===== src/rtl/spi_sched_pkg.sv =====
// Shared encodings for the SPI bus scheduler: FSM states, device codes,
// requester indices and the chip-select pattern per device.
package spi_sched_pkg;

  localparam logic [2:0] ST_IDLE   = 3'd0;
  localparam logic [2:0] ST_SELECT = 3'd1;
  localparam logic [2:0] ST_SHIFT  = 3'd2;
  localparam logic [2:0] ST_ACK    = 3'd3;
  localparam logic [2:0] ST_HOLD   = 3'd4;
  localparam logic [2:0] ST_DESEL  = 3'd5;

  localparam logic DEV_FLASH = 1'b0;
  localparam logic DEV_SD    = 1'b1;

  localparam logic REQ_LOADER = 1'b0;
  localparam logic REQ_CPU    = 1'b1;

  // cs_n vector is {sd, flash}, active low
  function automatic logic [1:0] cs_n_for(input logic dev);
    return (dev == DEV_SD) ? 2'b01 : 2'b10;
  endfunction

endpackage


===== src/rtl/spi_byte_shifter.sv =====
// Mode-0 byte shifter: MSB first, SCK half-period of DIV sysclk cycles,
// MISO sampled on the rising SCK edge, next MOSI bit presented on the fall.
module spi_byte_shifter #(
  parameter int unsigned DIV = 2
) (
  input  logic       clk,
  input  logic       rst,
  input  logic       start,
  input  logic       lead,
  input  logic [7:0] load_byte,
  input  logic       miso,
  output logic       done_c,
  output logic [7:0] rx_byte,
  output logic       sck,
  output logic       mosi
);

  localparam logic [7:0] HALF_RELOAD = 8'(DIV - 1);

  logic [7:0] half_cnt;
  logic [7:0] sh_reg;
  logic [7:0] rx_reg;
  logic [2:0] bit_cnt;
  logic       active;
  logic       lead_q;
  logic       sck_q;
  logic       half_end;

  assign half_end = active && (half_cnt == 8'd0);
  assign done_c   = half_end && !lead_q && sck_q && (bit_cnt == 3'd7);
  assign rx_byte  = rx_reg;
  assign sck      = sck_q;
  assign mosi     = sh_reg[7];

  // lead_q adds one extra low half-period ahead of the first rise
  always_ff @(posedge clk or posedge rst) begin
    if (rst) begin
      half_cnt <= 8'd0;
      sh_reg   <= 8'd0;
      rx_reg   <= 8'd0;
      bit_cnt  <= 3'd0;
      active   <= 1'b0;
      lead_q   <= 1'b0;
      sck_q    <= 1'b0;
    end else if (start) begin
      half_cnt <= HALF_RELOAD;
      sh_reg   <= load_byte;
      bit_cnt  <= 3'd0;
      active   <= 1'b1;
      lead_q   <= lead;
      sck_q    <= 1'b0;
    end else if (active) begin
      if (half_cnt != 8'd0) begin
        half_cnt <= half_cnt - 8'd1;
      end else begin
        half_cnt <= HALF_RELOAD;
        if (lead_q) begin
          lead_q <= 1'b0;
        end else if (!sck_q) begin
          sck_q  <= 1'b1;
          rx_reg <= {rx_reg[6:0], miso};
        end else begin
          sck_q <= 1'b0;
          if (bit_cnt == 3'd7) begin
            active <= 1'b0;
          end else begin
            bit_cnt <= bit_cnt + 3'd1;
            sh_reg  <= {sh_reg[6:0], 1'b0};
          end
        end
      end
    end
  end

endmodule


===== src/rtl/spi_bus_sched.sv =====
// Two-requester SPI bus scheduler: round-robin arbiter, chip-select
// sequencing for flash/SD, one byte per grant, and pin demultiplexing.
module spi_bus_sched
  import spi_sched_pkg::*;
#(
  parameter int unsigned DIV       = 2,
  parameter int unsigned DESEL_MIN = 2
) (
  input  logic       clk,
  input  logic       rst,
  input  logic       req0,
  input  logic       req1,
  input  logic       dev0,
  input  logic       dev1,
  input  logic       lock0,
  input  logic       lock1,
  input  logic [7:0] wdata0,
  input  logic [7:0] wdata1,
  output logic       ack0,
  output logic       ack1,
  output logic [7:0] rdata,
  output logic       flash_cs_n,
  output logic       flash_clk,
  output logic       flash_mosi,
  input  logic       flash_miso,
  output logic       sd_cs_n,
  output logic       sd_clk,
  output logic       sd_mosi,
  input  logic       sd_miso,
  output logic       busy
);

  localparam int unsigned DESEL_CYC    = DESEL_MIN * 2 * DIV;
  localparam logic [15:0] DESEL_RELOAD = 16'(DESEL_CYC - 1);
  localparam logic [15:0] SELECT_RELOAD = 16'(DIV - 1);

  logic [2:0]  state, state_d;
  logic        owner, owner_d;
  logic        last_grant, last_d;
  logic        dev_q, dev_d;
  logic [1:0]  cs_n_q, cs_n_d;
  logic [1:0]  ack_q, ack_d;
  logic [7:0]  rdata_q, rdata_d;
  logic [15:0] cnt, cnt_d;
  logic        busy_q;

  logic        start, lead;
  logic [7:0]  load_byte;
  logic        sck, mosi, miso, done_c;
  logic [7:0]  rx_byte;

  logic        grant_cpu, req_own, lock_own, dev_own;
  logic [7:0]  wdata_own;

  assign grant_cpu = (req0 && req1) ? ~last_grant : req1;
  assign req_own   = (owner == REQ_CPU) ? req1   : req0;
  assign lock_own  = (owner == REQ_CPU) ? lock1  : lock0;
  assign dev_own   = (owner == REQ_CPU) ? dev1   : dev0;
  assign wdata_own = (owner == REQ_CPU) ? wdata1 : wdata0;

  // next-state and registered-output values
  always_comb begin
    state_d   = state;
    owner_d   = owner;
    last_d    = last_grant;
    dev_d     = dev_q;
    cs_n_d    = cs_n_q;
    ack_d     = 2'b00;
    rdata_d   = rdata_q;
    cnt_d     = cnt;
    start     = 1'b0;
    lead      = 1'b0;
    load_byte = wdata_own;
    case (state)
      ST_IDLE: begin
        if (req0 || req1) begin
          owner_d   = grant_cpu;
          last_d    = grant_cpu;
          dev_d     = grant_cpu ? dev1 : dev0;
          load_byte = grant_cpu ? wdata1 : wdata0;
          start     = 1'b1;
          lead      = 1'b1;
          cs_n_d    = cs_n_for(dev_d);
          cnt_d     = SELECT_RELOAD;
          state_d   = ST_SELECT;
        end
      end
      ST_SELECT: begin
        if (cnt == 16'd0) state_d = ST_SHIFT;
        else              cnt_d   = cnt - 16'd1;
      end
      ST_SHIFT: begin
        if (done_c) begin
          ack_d[owner] = 1'b1;
          rdata_d      = rx_byte;
          state_d      = ST_ACK;
        end
      end
      ST_ACK: begin
        if (lock_own) begin
          state_d = ST_HOLD;
        end else begin
          cs_n_d  = 2'b11;
          cnt_d   = DESEL_RELOAD;
          state_d = ST_DESEL;
        end
      end
      ST_HOLD: begin
        // a new byte for the same device keeps cs_n low; anything else releases
        if (req_own && (dev_own == dev_q)) begin
          start   = 1'b1;
          state_d = ST_SHIFT;
        end else if (req_own || !lock_own) begin
          cs_n_d  = 2'b11;
          cnt_d   = DESEL_RELOAD;
          state_d = ST_DESEL;
        end
      end
      ST_DESEL: begin
        if (cnt == 16'd0) state_d = ST_IDLE;
        else              cnt_d   = cnt - 16'd1;
      end
      default: begin
        cs_n_d  = 2'b11;
        state_d = ST_IDLE;
      end
    endcase
  end

  always_ff @(posedge clk or posedge rst) begin
    if (rst) begin
      state      <= ST_IDLE;
      owner      <= REQ_LOADER;
      last_grant <= REQ_CPU;
      dev_q      <= DEV_FLASH;
      cs_n_q     <= 2'b11;
      ack_q      <= 2'b00;
      rdata_q    <= 8'h00;
      cnt        <= 16'd0;
      busy_q     <= 1'b0;
    end else begin
      state      <= state_d;
      owner      <= owner_d;
      last_grant <= last_d;
      dev_q      <= dev_d;
      cs_n_q     <= cs_n_d;
      ack_q      <= ack_d;
      rdata_q    <= rdata_d;
      cnt        <= cnt_d;
      busy_q     <= ~(cs_n_d[0] & cs_n_d[1]);
    end
  end

  assign miso = (dev_q == DEV_SD) ? sd_miso : flash_miso;

  spi_byte_shifter #(.DIV(DIV)) u_shifter (
    .clk       (clk),
    .rst       (rst),
    .start     (start),
    .lead      (lead),
    .load_byte (load_byte),
    .miso      (miso),
    .done_c    (done_c),
    .rx_byte   (rx_byte),
    .sck       (sck),
    .mosi      (mosi)
  );

  // unselected device pins are forced idle
  assign flash_cs_n = cs_n_q[0];
  assign sd_cs_n    = cs_n_q[1];
  assign flash_clk  = sck  & ~cs_n_q[0];
  assign flash_mosi = mosi & ~cs_n_q[0];
  assign sd_clk     = sck  & ~cs_n_q[1];
  assign sd_mosi    = mosi & ~cs_n_q[1];
  assign ack0       = ack_q[0];
  assign ack1       = ack_q[1];
  assign rdata      = rdata_q;
  assign busy       = busy_q;

endmodule


===== config.mk =====
export PLATFORM = sky130hd
export DESIGN_NAME = spi_bus_sched
export DESIGN_NICKNAME = d
export VERILOG_FILES = /design/src/rtl/spi_sched_pkg.sv /design/src/rtl/spi_byte_shifter.sv /design/src/rtl/spi_bus_sched.sv
export SDC_FILE = /design/constraint.sdc
export NUM_CORES = 1
export LEC_CHECK = 0
export ABC_AREA = 1
export ABC_CLOCK_PERIOD_IN_PS = 1860
export BUFFER_PORTS_ARGS = -buffer_cell sky130_fd_sc_hd__buf_2
export CAP_MARGIN = 30
export CORE_ASPECT_RATIO = 1.1
export CORE_MARGIN = 2
export CORE_UTILIZATION = 46
export DETAILED_ROUTE_END_ITERATION = 8
export PLACE_DENSITY = 0.76
export SYNTH_ARGS = -nofsm -noshare
export SYNTH_HDL_FRONTEND = slang
export SYNTH_SLANG_ARGS = --single-unit

===== constraint.sdc =====
create_clock -name clk -period 1.86 [get_ports clk]
set_input_delay 0.372 -clock clk [delete_from_list [all_inputs] [get_ports clk]]
set_output_delay 0.372 -clock clk [all_outputs]
set_load 0.05 [all_outputs]

# Yosys cells after proc, flatten, opt, wreduce, memory -nomap -nowiden
# Index checks and enable logic that the tools add are counted.
# W data, S select, Z words.
# totals
reg_bits	65
input_bits	26
output_inout_bits	17
wordCells	148
# op_classes
add_sub_neg	3
magnitude_cmp	2
n_eq_ne	19
muxes	67
bitwise	13
reduce_logical	28
# ops
cell	n
$mux W8	13
$mux W16	5
$pmux W16 S4	1
$mux W3	12
$mux W1	25
$ne A2 B2 Y1 const B	11
$pmux W3 S6	1
$logic_not A16 Y1	1
$sub A16 B1 Y16 const B	1
$reduce_and A5 Y1	3
$mux W2	7
$eq A3 B3 Y1 const B	3
$logic_not A8 Y1	1
$not A1 Y1	8
$pmux W2 S4	1
$reduce_bool A8 Y1	1
$sub A8 B1 Y8 const B	1
$logic_and A1 B1 Y1	7
$eq A3 B2 Y1 const B	2
$reduce_and A2 Y1	3
$reduce_and A6 Y1	1
$and A1 B1 Y1	5
$reduce_bool A2 Y1	2
$reduce_bool A4 Y1	1
other kinds (14)	16

# Longest topological paths before layout
# Gate-level depths: netlist of run 1.
# depth
depth_word	8
ltp_mapped	11
depth_no_buf	10

# Hierarchy
# A second synthesis of run 1 with hierarchy kept.
# hier_totals
cells_unflattened	524
area_unflattened_um2	4026.4
# modules_own_cells
mod	instances	cells_each	area_each_um2	seq_area_each_um2
spi_bus_sched	1	331	2403.6	879.6
spi_byte_shifter	1	193	1622.8	750.7

# Worst setup path after synthesis of run 1
# OpenSTA, ideal clock, no wires.
# synth_path
kind	reg-to-reg
from	register u_shifter.bit_cnt[0]
to	register u_shifter.bit_cnt[0]
setup_ns	0.118
arrival_time_ns	1.510
t_required_ns	1.742
path_slack_ns	0.232
path_stages_with_launch	8
n_path_buf	1
synth_period_minus_slack_ns	1.628
path_cell_list	dfrtp_1 > ha_1 > ha_1 > nor3_2 > nand3_2 > buf_2 > xor2_1 > nor2_1
# synth_between
elab_chain_cells	7
elab_cells_between_ends	10
classes_between	1 x add/sub; 2 x eq/ne; 6 x mux; 1 x reduce/logical
# synth_rtl
element	line	source
from (decl)	spi_byte_shifter.sv:23	logic [2:0] bit_cnt;
from (signal assigned)	spi_byte_shifter.sv:67	bit_cnt <= bit_cnt + 3'd1;
$add A3 B1 Y3	spi_byte_shifter.sv:67	
$mux W3	spi_byte_shifter.sv:64	if (bit_cnt == 3'd7) begin
$mux W3	spi_byte_shifter.sv:59	end else if (!sck_q) begin
$mux W3	spi_byte_shifter.sv:57	if (lead_q) begin
$mux W3	spi_byte_shifter.sv:53	if (half_cnt != 8'd0) begin
$mux W3	spi_byte_shifter.sv:52	end else if (active) begin
$mux W3	spi_byte_shifter.sv:45	end else if (start) begin
# Parallel ways exist; a longest one is shown, timed or not. The select of a mux whose other input is x is not followed.
# A chain may end at the register's enable or synchronous reset.

# Final worst setup path of run 1
# layout_path
from	register state[1]
to	register u_shifter.half_cnt[1]
# layout_between
elab_chain_cells	3
elab_cells_between_ends	5
classes_between	1 x eq/ne; 2 x mux; 2 x reduce/logical
# layout_rtl
element	line	source
from (decl)	spi_bus_sched.sv:37	logic [2:0] state, state_d;
from (signal assigned)	spi_bus_sched.sv:142	state <= state_d;
$eq A3 B3 Y1 / $logic_not A3 Y1 (equally long branches)	spi_bus_sched.sv:74	case (state)
$pmux W1 S2 (*)	spi_bus_sched.sv:74	
$mux W8 / $reduce_bool A2 Y1 (equally long branches)	-	
to (signal assigned)	spi_byte_shifter.sv:54	half_cnt <= half_cnt - 8'd1;
to (decl)	spi_byte_shifter.sv:20	logic [7:0] half_cnt;
# Every way passes the cells marked *; elsewhere a longest branch is shown, timed or not.

==> results of run 1 <==
critical path, delay by kind of cell (launching register included):
kind | cells | cell delay (ps)
DFF | 1 | 480
and+or+nand+nor | 6 | 750
buffers and inverters | 3 | 360
where the power goes:
group | internal [W] | switching [W] | total, W
clock | 0.000768 | 0.000603 | 0.00137
combinational | 0.00140 | 0.00266 | 0.00406
sequential | 0.00189 | 0.000448 | 0.00234
final timing paths:
| kind | startpoint | end | cells past startpoint |
|---|---|---|---|
| min | flash_miso | u_shifter.rx_byte[0] | 5 |
| max in group asynchronous | rst | cnt[14] | 4 |
| min in group asynchronous | rst | cnt[10] | 3 |
| max reg2reg | state[1] | u_shifter.half_cnt[1] | 9 |
| min reg2reg | last_grant | last_grant | 2 |
| max | state[1] | u_shifter.half_cnt[1] | 9 |
layer usage:
layer / vias up / GRT usage (%) / routed length [um]
met4: 0 / 7.35 / 108
met3: 10 / 4.20 / 333
li1: 1920 / - / -
met2: 60 / 33.5 / 4240
met5: - / 0 / 0
met1: 1672 / 25.0 / 3960
synthesized netlist by cell type (all sizes together):
cell	count	share of area, %
nand4	9	2.3
a31oi	1	0.16
ha	6	1.9
clkbuf	5	0.47
nand3	56	7.6
o21ai	31	3.9
dfrtp	62	39
nand3b	3	0.56
nand2	213	20
or2	1	0.16
o22ai	1	0.16
dfstp	3	2.0
nor2	75	8.2
xnor2	2	0.43
o21bai	3	0.56
o211ai	7	1.3
nor3b	1	0.19
xor2	3	0.65
inv	66	6.3
buf	10	2.0
and2	1	0.16
nor3	4	0.62
a21oi	12	1.5
layout make-up:
cell class	instances	area, um^2	area share (%)
clock buffers	9	124	2.65
repair buffers	60	360	7.71
multi-input cells	429	2060	44.1
well taps	111	139	2.97
clock inverters	7	103	2.20
flip-flops and latches	65	1630	34.9
inverters	66	256	5.49
kinds of logic after synthesis:
family	synth area share [%]
AOI/OAI and AO/OA	7.61
xor gates and xnor gates	1.09
adders and majority gates	1.86
buffers and inverters	8.76
DFF	40.5
and+or+nand+nor	40.2
stage by stage:
stage	cells	utilization, %
after floorplan	575	-
after global placement	728	52.1
after detailed placement	728	52.1
after CTS	745	54.9
after global routing	747	55.3
final	747	55.3
repair_timing:
action / in CTS / in global routing
hold buffers: 1 / 0
setup buffers: 0 / 2
setup endpoints to repair: 0 / 21
resized for setup: 0 / 2
hold endpoints to repair: 1 / 0
placed cells by master, fill, tap and decap left out, types with 3 or more instances in the layout:
cell type    n
a21oi_1     12
buf_2       42
buf_4       16
clkbuf_8     9
dfrtp_1     62
dfstp_2      3
ha_1         6
inv_1       60
inv_2        3
nand2_1    207
nand2_2      5
nand3_1     52
nand3b_1     3
nand4_1      6
nor2_1      65
nor2_2       5
nor2_4       5
nor3_1       3
o211ai_1     7
o21ai_0     27
o21ai_1      3
o21bai_1     3
xor2_1       3
==> impl_results.rst, run 1 <==
.. list-table::
   :header-rows: 1

   * - Metric
     - Value
   * - Total via count after detailed routing
     - 3662
   * - Worst hold path type
     - input pin to flip-flop
   * - Most flops, register
     - cnt
   * - Starting DRT DRC Count
     - 180
   * - Setup repair after global routing missed its margin
     - false
   * - Worst hold margin
     - 326 ps
   * - Final global-route overflow total
     - 0
   * - Proportion of synthesized chip area in sequential cells
     - 40.5%
   * - Leakage power figure
     - 2.52 nW
   * - Number of buffers inserted by port buffering
     - 42
   * - Cell with the most instances on the worst path
     - nand2_1
   * - Row Count
     - 35
   * - Warning count from the yosys run
     - 0
   * - Maximum number of pins on one net before global-route repair
     - 42
   * - Setup TNS Final
     - 0 ps
   * - Slowest stage cell on the critical path
     - dfrtp_1
   * - Worst Tran Pin Value
     - 462 ps
   * - Post-Syn Instances
     - 575
   * - Antenna diode instance count
     - 0
   * - Die Ht
     - 102 um
   * - Worst Skew
     - 14.5 ps
   * - Setup crit start kind
     - flip-flop
   * - Die Outline Area
     - 9520 um^2
   * - Layout net count
     - 663
   * - Total routed wirelength
     - 8640 um
   * - Data required time at the worst endpoint
     - 2100 ps
   * - Clock edge transition at the registers on the reported setup and hold paths
     - 80 ps
   * - Post-layout minimum cycle time
     - 1710 ps
   * - Synth Area per Inst
     - 7.00 um^2
   * - Synthesized Nets
     - 607
   * - Total chip power
     - 0.00777 W
   * - Max_slew headroom
     - 69.0%
   * - Fraction of final layout cells with drive strength greater than 1
     - 17.3%
   * - Placement-stage cell area
     - 4410 um^2
   * - Power Density
     - 1660 nW/um^2
   * - Vias in the first global route
     - 3349
   * - Highest achievable clock rate
     - 586 MHz
   * - Max-capacitance violation count
     - 0
   * - GR Util All Layers
     - 19.7%
   * - Fillcell total
     - 806
   * - Buffer type at the clock tree root
     - clkbuf_8
   * - Starting utilization of the core area
     - 47.7%
   * - TritonCTS clock tree
     - yes
   * - Number of antenna violations at the first check in global routing
     - 0
   * - Cell Chain, Critical Path
     - nor2_2, nand2_1, inv_2, nand4_4, nand2_4, inv_4, buf_4, nand3b_1, nand2_1
   * - CP Data Arrival Time
     - 1950 ps
   * - Peak per-stage delay on the critical path
     - 480 ps
   * - Wire length of the first global-routing pass
     - 14900 um
   * - DRC violations left
     - 0
   * - Finished Cell Area
     - 4670 um^2
   * - Inserted Clock Buffers
     - 9
   * - Count of distinct cell types in the synthesized netlist
     - 39
   * - DRT Pass-1 Iters
     - 5
   * - Number of buffers on the longest clock path
     - 2
   * - Number of max-slew violations in the final report
     - 0
   * - Total standard cell area after synthesis
     - 4030 um^2
   * - Endpoint kind of the worst setup timing path
     - flip-flop
   * - Number of clock sinks
     - 65
   * - Maximum net fanout on the critical path
     - 18
   * - Post-detailed-placement half-perimeter wirelength
     - 6310 um
   * - Worst setup slack after placement
     - 69.5 ps
   * - Final Cycle Share
     - 91.8%
   * - Clock latency of the later-clocked register in the worst-skew pair
     - 350 ps
   * - Number of top-level pins
     - 43
   * - Drt via density
     - 4.90
   * - IR drop worst, VDD
     - 0.000927 V
   * - Final Hold Fails
     - 0
   * - Detailed-route wire length per cell
     - 11.6 um
   * - FF-to-FF setup slack
     - 150 ps
   * - Final weighted congestion in routability-driven placement
     - 0.833
   * - Flip-flop count of the largest register after layout
     - 16
   * - Type of the worst setup path
     - flip-flop to flip-flop
   * - Core area
     - 8450 um^2
   * - Count of final setup violators
     - 0
   * - Run status
     - finished, final reports clean
   * - Post-synthesis to final-layout area growth
     - 16.0%
   * - Yosys reg bits
     - 65
   * - Smallest setup slack after layout
     - 153 ps
   * - H-Tree Depth
     - 3
   * - Die X
     - 93.2 um
   * - Routed Antenna Nets
     - 0
No activity file was read; power rests on OpenSTA's default activity.
==> run 2, diff against run 1 <==
- CORE_ASPECT_RATIO: 1.1 -> unset
==> run 2 against run 1 <==
  * Wire length is 1.1% higher
  * Setup slack worse by 1.5 ps
  * Core utilization is 0.62 points lower
  * Global-route usage is 0.63 points lower
  * Die area hardly changed
  * Critical path depth is 2 lower
  * Maximum frequency hardly changed
  * Via count is 3.1% higher
  * Sequential cell count stayed put
  * First-iteration DRC count is 11% lower
  * Non-clock buffer count is 2 higher
==> impl_results.rst, run 2 (same netlist as run 1, synthesis figures left out) <==
.. list-table::
   :header-rows: 1

   * - Metric
     - Value
   * - Capture point of the worst path
     - u_shifter.sh_reg[4] (was u_shifter.half_cnt[1])
   * - Cell count of the worst reg-to-reg path
     - 7 (was 9)
   * - Power Density
     - 1660 nW/um^2 (about the same)
   * - Setup repair after global routing missed its margin
     - false (unchanged)
   * - Storage element area
     - 1630 um^2 (about the same)
   * - Worst Skew
     - 11.7 ps (was 14.5 ps)
   * - Cell Chain, Critical Path
     - ha_1, ha_1, nor3_4, nand3_4, o21ai_0, nand2_1, nand2_1 (was nor2_2, nand2_1, inv_2, nand4_4, nand2_4, inv_4, buf_4, nand3b_1, nand2_1)
   * - Row Count
     - 34 (was 35)
   * - Finished Cell Area
     - 4700 um^2 (was 4670 um^2)
   * - H-Tree Depth
     - 3 (unchanged)
   * - Core area
     - 8590 um^2 (was 8450 um^2)
   * - Routed Antenna Nets
     - 0 (unchanged)
   * - FF-to-FF setup slack
     - 150 ps (about the same)
   * - Number of antenna violations at the first check in global routing
     - 0 (unchanged)
   * - Count of final setup violators
     - 0 (unchanged)
   * - Die Ht
     - 97.6 um (was 102 um)
   * - Worst hold path type
     - input pin to flip-flop (unchanged)
   * - Inserted Clock Buffers
     - 9 (unchanged)
   * - Endpoint kind of the worst setup timing path
     - flip-flop (unchanged)
   * - Flip-flop count of the largest register after layout
     - 16 (unchanged)
   * - Number of clock sinks
     - 65 (unchanged)
   * - Fraction of final layout cells with drive strength greater than 1
     - 17.9% (was 17.3%)
   * - Number of max-slew violations in the final report
     - 0 (unchanged)
   * - Number of top-level pins
     - 43 (unchanged)
   * - Most flops, register
     - cnt (unchanged)
   * - Detailed-route wire length per cell
     - 11.7 um (was 11.6 um)
   * - Starting DRT DRC Count
     - 160 (was 180)
   * - Total routed wirelength
     - 8740 um (was 8640 um)
   * - Smallest setup slack after layout
     - 151 ps (was 153 ps)
   * - GR Util All Layers
     - 19.1% (was 19.7%)
   * - Most frequent cells in the layout
     - nand2_1 (207), nor2_1 (64), dfrtp_1 (61), inv_1 (60), nand3_1 (52) (was nand2_1 (207), nor2_1 (65), dfrtp_1 (62), inv_1 (60), nand3_1 (52))
   * - Type of the worst setup path
     - flip-flop to flip-flop (unchanged)
   * - Final Hold Fails
     - 0 (unchanged)
   * - Maximum number of pins on one net before global-route repair
     - 30 (was 42)
   * - IR drop worst, VDD
     - 0.000840 V (was 0.000927 V)
   * - FF-to-FF End
     - u_shifter.sh_reg[4] (was u_shifter.half_cnt[1])
   * - Highest achievable clock rate
     - 585 MHz (was 586 MHz)
   * - Placement-stage cell area
     - 4390 um^2 (was 4410 um^2)
   * - Timing startpoint of the critical path
     - u_shifter.bit_cnt[0] (was state[1])
   * - Worst hold margin
     - 342 ps (was 326 ps)
   * - Total via count after detailed routing
     - 3777 (was 3662)
   * - Max_slew headroom
     - 70.7% (was 69.0%)
   * - Fillcell total
     - 832 (was 806)
   * - Starting utilization of the core area
     - 46.9% (was 47.7%)
   * - Buffer type at the clock tree root
     - clkbuf_8 (unchanged)
   * - Leakage power figure
     - 2.53 nW (was 2.52 nW)
   * - Post-detailed-placement half-perimeter wirelength
     - 6460 um (was 6310 um)
   * - Worst Tran Pin Value
     - 439 ps (was 462 ps)
   * - Slowest stage cell on the critical path
     - dfrtp_1 (unchanged)
   * - Final global-route overflow total
     - 0 (unchanged)
   * - Number of buffers inserted by port buffering
     - 42 (unchanged)
   * - Post-layout minimum cycle time
     - 1710 ps (about the same)
   * - Antenna diode instance count
     - 0 (unchanged)
   * - Commonest non-fill, non-tap cell in the layout
     - nand2_1 (unchanged)
   * - Post-synthesis to final-layout area growth
     - 16.6% (was 16.0%)
   * - Setup crit start kind
     - flip-flop (unchanged)
   * - Max-capacitance violation count
     - 0 (unchanged)
   * - DRT Pass-1 Iters
     - 5 (unchanged)
   * - Data required time at the worst endpoint
     - 2150 ps (was 2100 ps)
   * - Final Cycle Share
     - 91.9% (was 91.8%)
   * - Run status
     - finished, final reports clean (unchanged)
   * - Worst r2r src
     - u_shifter.bit_cnt[0] (was state[1])
   * - DRC violations left
     - 0 (unchanged)
   * - Peak per-stage delay on the critical path
     - 400 ps (was 480 ps)
   * - Wire length of the first global-routing pass
     - 15300 um (was 14900 um)
   * - Drt via density
     - 5.06 (was 4.90)
   * - Layout net count
     - 665 (was 663)
   * - Die Outline Area
     - 9520 um^2 (about the same)
   * - TritonCTS clock tree
     - yes (unchanged)
   * - Vias in the first global route
     - 3465 (was 3349)
   * - Final weighted congestion in routability-driven placement
     - 0.844 (was 0.833)
   * - Die X
     - 97.6 um (was 93.2 um)
   * - Number of buffers on the longest clock path
     - 2 (unchanged)
   * - Clock latency of the later-clocked register in the worst-skew pair
     - 340 ps (was 350 ps)
   * - Clock edge transition at the registers on the reported setup and hold paths
     - 80 ps (about the same)
   * - CP Data Arrival Time
     - 2000 ps (was 1950 ps)
   * - Area of combinational cells with multiple inputs
     - 2060 um^2 (about the same)
   * - Worst setup slack after placement
     - 25.4 ps (was 69.5 ps)
   * - Setup TNS Final
     - 0 ps (unchanged)
   * - Maximum net fanout on the critical path
     - 18 (unchanged)
==> run 2: cell count changes in the layout (fill, tap and decap cells not counted), sizes merged <==
cell    before  now
buf         59   61
clkbuf       9   11
clkinv       2    0
==> run 2: area by class of cell <==
class / instances / share of cell area (%)
multi-input combinational: 429 / 43.9
sequential: 65 / 34.7
timing repair buffer: 62 / 7.99
inverter: 66 / 5.46
clock buffer: 11 / 3.22
tap: 108 / 2.88
clock inverter: 5 / 1.81
==> run 2: worst min path at each step <==
stage | start | end | slack [ps] | depth (start not counted)
global placement | rst | u_shifter.half_cnt[2] | 350 | 2
floorplan | u_shifter.rx_byte[7] | u_shifter.rx_byte[7] | 440 | 2
global route | flash_miso | u_shifter.rx_byte[0] | 340 | 5
CTS | flash_miso | u_shifter.rx_byte[0] | 330 | 5
detailed placement | rst | u_shifter.half_cnt[3] | 360 | 2
finish | flash_miso | u_shifter.rx_byte[0] | 340 | 5
==> run 2: per-layer routing <==
| layer | share of wire [%] | up-vias | wire length [um] | GRT usage [%] |
|---|---|---|---|---|
| met5 | 0 | - | 0 | 0 |
| met4 | 1.8 | 0 | 157 | 7.48 |
| met3 | 4.1 | 15 | 355 | 2.95 |
| met1 | 45 | 1745 | 3910 | 24.1 |
| li1 | - | 1933 | - | - |
| met2 | 49 | 84 | 4320 | 32.8 |
==> run 2: what timing repair did <==
item / CTS / global route
endpoints found under the setup margin: 1 / 28
setup buffers: 0 / 5
resized for setup: 1 / 3
pin swaps: 0 / 2
hold endpoints to repair: 9 / 0
cloned: 0 / 0
hold buffers: 1 / 0
==> run 2: through the flow <==
| step | power, W | cells | util [%] |
|---|---|---|---|
| floorplan | 0.00555 | 575 | - |
| global route | 0.00854 | 746 | 54.6 |
| global placement | 0.00618 | 724 | 51.1 |
| detailed placement | 0.00631 | 724 | 51.1 |
| finish | 0.00782 | 746 | 54.6 |
| CTS | 0.00777 | 741 | 54.1 |
==> run 2: critical path: cells and delay by family (launching register included) <==
| kind | cells | cell delay (ps) |
|---|---|---|
| AOI/OAI and AO/OA | 1 | 220 |
| adders and majority gates | 2 | 430 |
| DFF | 1 | 400 |
| and+or+nand+nor | 4 | 590 |
==> run 2: report_power, final <==
| group | internal [W] | leakage [nW] | switching (W) |
|---|---|---|---|
| Combinational | 0.00140 | 1.57 | 0.00263 |
| Clock | 0.000838 | 0.117 | 0.000588 |
| Sequential | 0.00189 | 0.843 | 0.000461 |
==> run 3, diff against run 2 <==
- ABC_CLOCK_PERIOD_IN_PS: 1860 -> 2000
- CORE_ASPECT_RATIO: unset -> 1.75
- PLACE_DENSITY: 0.76 -> 0.74
- clock period: 1.86 -> 2 ns (I/O delays scaled with it)
==> run 3 against run 2 <==
  * Non-clock buffer count decreased by 13
  * Power down 2.1%
  * Clock power up 20%
  * Clock skew down 4.5 ps
  * Global-route usage up 3.3 points
  * Worst hold slack lost 240 ps
  * Sequential power is 6% lower
  * Die area grew 0.32%
  * Largest power group unchanged
==> impl_results.rst, run 3 (same netlist as run 1, synthesis figures left out) <==
.. list-table::
   :header-rows: 1

   * - Metric
     - Value
   * - Power Density
     - 1630 nW/um^2 (was 1660 nW/um^2)
   * - GR Util All Layers
     - 22.4% (was 19.1%)
   * - Routed Antenna Nets
     - 0 (unchanged)
   * - IR drop worst, VDD
     - 0.000894 V (was 0.000840 V)
   * - Core area
     - 8610 um^2 (was 8590 um^2)
   * - TritonCTS clock tree
     - yes (unchanged)
   * - Top routing layer in use
     - met4 (unchanged)
   * - Area of combinational cells with multiple inputs
     - 2060 um^2 (unchanged)
   * - Die Outline Area
     - 9550 um^2 (was 9520 um^2)
   * - H-Tree Depth
     - 3 (unchanged)
   * - Fraction of final layout cells with drive strength greater than 1
     - 16.0% (was 17.9%)
   * - DRC violations left
     - 0 (unchanged)
   * - Data required time at the worst endpoint
     - 2270 ps (was 2150 ps)
   * - Worst hold margin
     - 104 ps (was 342 ps)
   * - Count of final setup violators
     - 0 (unchanged)
   * - Post-layout minimum cycle time
     - 1840 ps (was 1710 ps)
   * - Highest achievable clock rate
     - 545 MHz (was 585 MHz)
   * - Leakage power figure
     - 2.50 nW (was 2.53 nW)
   * - Routed metal-1 wire length
     - 3840 um (was 3910 um)
   * - Slowest stage cell on the critical path
     - dfrtp_1 (unchanged)
   * - Fillcell total
     - 838 (was 832)
   * - Setup repair after global routing missed its margin
     - false (unchanged)
   * - Amount of wire on met3 after detailed routing
     - 206 um (was 355 um)
   * - Post-CTS Hold Fix Bufs
     - 0 (was 1)
   * - Buffer type at the clock tree root
     - clkbuf_16 (was clkbuf_8)
   * - Total routed wirelength
     - 9830 um (was 8740 um)
   * - Number of buffers inserted by port buffering
     - 42 (unchanged)
   * - Starting utilization of the core area
     - 46.8% (was 46.9%)
   * - Antenna diode instance count
     - 0 (unchanged)
   * - Maximum number of pins on one net before global-route repair
     - 46 (was 30)
   * - Wire length of the first global-routing pass
     - 16400 um (was 15300 um)
   * - FF-to-FF setup slack
     - 160 ps (was 150 ps)
   * - Starting DRT DRC Count
     - 178 (was 160)
   * - Worst hold path type
     - input pin to asynchronous set/reset pin (was input pin to flip-flop)
   * - Row Count
     - 45 (was 34)
   * - Type of the worst setup path
     - flip-flop to flip-flop (unchanged)
   * - Endpoint kind of the worst setup timing path
     - flip-flop (unchanged)
   * - Clock latency of the later-clocked register in the worst-skew pair
     - 330 ps (was 340 ps)
   * - Detailed-route wire length per cell
     - 13.3 um (was 11.7 um)
   * - Number of max-slew violations in the final report
     - 0 (unchanged)
   * - Worst Tran Pin Value
     - 519 ps (was 439 ps)
   * - Final global-route overflow total
     - 0 (unchanged)
   * - Final Cycle Share
     - 91.8% (was 91.9%)
   * - Wire length on met2
     - 5380 um (was 4320 um)
   * - Die Ht
     - 128 um (was 97.6 um)
   * - Cell Chain, Critical Path
     - inv_1, ha_1, nand2_1, nor2_4, nand3b_1, inv_1, nand2_1, nor2_4, nand2_1, nand2_1 (was ha_1, ha_1, nor3_4, nand3_4, o21ai_0, nand2_1, nand2_1)
   * - Post-synthesis to final-layout area growth
     - 16.7% (was 16.6%)
   * - Worst Skew
     - 7.17 ps (was 11.7 ps)
   * - Number of top-level pins
     - 43 (unchanged)
   * - Maximum net fanout on the critical path
     - 9 (was 18)
   * - Clock edge transition at the registers on the reported setup and hold paths
     - 50 ps (was 80 ps)
   * - Number of instances in the placed design
     - 726 (was 724)
   * - Final core utilization
     - 54.5% (was 54.6%)
   * - Drt via density
     - 5.13 (was 5.06)
   * - Inserted Clock Buffers
     - 9 (unchanged)
   * - Flip-flop count of the largest register after layout
     - 16 (unchanged)
   * - Storage element area
     - 1630 um^2 (about the same)
   * - Final Hold Fails
     - 0 (unchanged)
   * - Commonest non-fill, non-tap cell in the layout
     - nand2_1 (unchanged)
   * - Number of antenna violations at the first check in global routing
     - 0 (unchanged)
   * - Max_slew headroom
     - 65.3% (was 70.7%)
   * - Most frequent cells in the layout
     - nand2_1 (207), nor2_1 (65), dfrtp_1 (62), inv_1 (60), nand3_1 (52) (was nand2_1 (207), nor2_1 (64), dfrtp_1 (61), inv_1 (60), nand3_1 (52))
   * - Vias in the first global route
     - 3710 (was 3465)
   * - Cell with the most instances on the worst path
     - nand2_1
   * - Worst setup slack after placement
     - 145 ps (was 25.4 ps)
   * - Die X
     - 74.7 um (was 97.6 um)
   * - Max-capacitance violation count
     - 0 (unchanged)
   * - Layout net count
     - 652 (was 665)
   * - Number of clock sinks
     - 65 (unchanged)
   * - Post-detailed-placement half-perimeter wirelength
     - 7290 um (was 6460 um)
   * - Final weighted congestion in routability-driven placement
     - 0.893 (was 0.844)
   * - Peak per-stage delay on the critical path
     - 360 ps (was 400 ps)
   * - Number of buffers on the longest clock path
     - 2 (unchanged)
   * - Run status
     - finished, final reports clean (unchanged)
   * - Setup crit start kind
     - flip-flop (unchanged)
   * - DRT Pass-1 Iters
     - 4 (was 5)
   * - Total via count after detailed routing
     - 3804 (was 3777)
   * - Number of non-filler instances in the completed layout
     - 742 (was 746)
   * - CP Data Arrival Time
     - 2110 ps (was 2000 ps)
   * - Setup TNS Final
     - 0 ps (unchanged)
   * - Smallest setup slack after layout
     - 164 ps (was 151 ps)
   * - Most flops, register
     - cnt (unchanged)
run 3: changes by cell type in the layout (fill, tap and decap cells not counted), sizes merged:
cell         before  now
buf              61   49
clkbuf           11   10
clkinv            0    2
dlygate4sd3       1    0
inv              67   66
run 3: critical path, delay by kind of cell (launching register included):
kind,cells,cell delay [ps]
flip-flops,1,360
adder cells (fa/ha/maj),1,180
AND/OR/NAND/NOR,7,960
buffers and inverters,2,270
run 3: per-stage QoR:
step           area (um^2)  total power, W
2_1_floorplan         4030         0.00516
3_3_place_gp          4350         0.00578
3_5_place_dp          4350         0.00591
4_1_cts               4680         0.00767
5_1_grt               4700         0.00830
6_report              4700         0.00765
run 3: layout make-up:
| class | instances | area share [%] |
|---|---|---|
| Clock buffer | 10 | 5.09 |
| Timing Repair Buffer | 49 | 5.86 |
| Inverter | 66 | 5.46 |
| Tap cell | 117 | 3.12 |
| Sequential cell | 65 | 34.7 |
| Clock inverter | 6 | 1.92 |
| Multi-Input combinational cell | 429 | 43.9 |
run 3: worst paths after layout:
kind | endpoint | startpoint | cells after the start
max | u_shifter.rx_byte[3] | u_shifter.half_cnt[0] | 10
min | busy | rst | 2
max reg2reg | u_shifter.rx_byte[3] | u_shifter.half_cnt[0] | 10
min reg2reg | last_grant | last_grant | 2
max in group asynchronous | rdata[6] | rst | 3
min in group clk | u_shifter.sh_reg[0] | wdata1[0] | 5
run 3: power by group:
group | leakage [nW] | total (W) | internal [W] | switching [W]
Combinational | 1.50 | 0.00373 | 0.00121 | 0.00252
Sequential | 0.844 | 0.00220 | 0.00176 | 0.000436
Clock | 0.159 | 0.00172 | 0.00113 | 0.000594
Total | 2.50 | 0.00765 | 0.00410 | 0.00355
run 3: what timing repair did:
| item | CTS | global route |
|---|---|---|
| setup buffers | 0 | 0 |
| endpoints found under the setup margin | 0 | 13 |
| gates resized for setup | 0 | 2 |
run 3: metal layers:
metal | track usage, % | vias to the layer above
met3 | 3.54 | 35
met4 | 13.0 | 0
met1 | 23.9 | 1794
met2 | 39.8 | 68
met5 | 0 | -
li1 | - | 1907
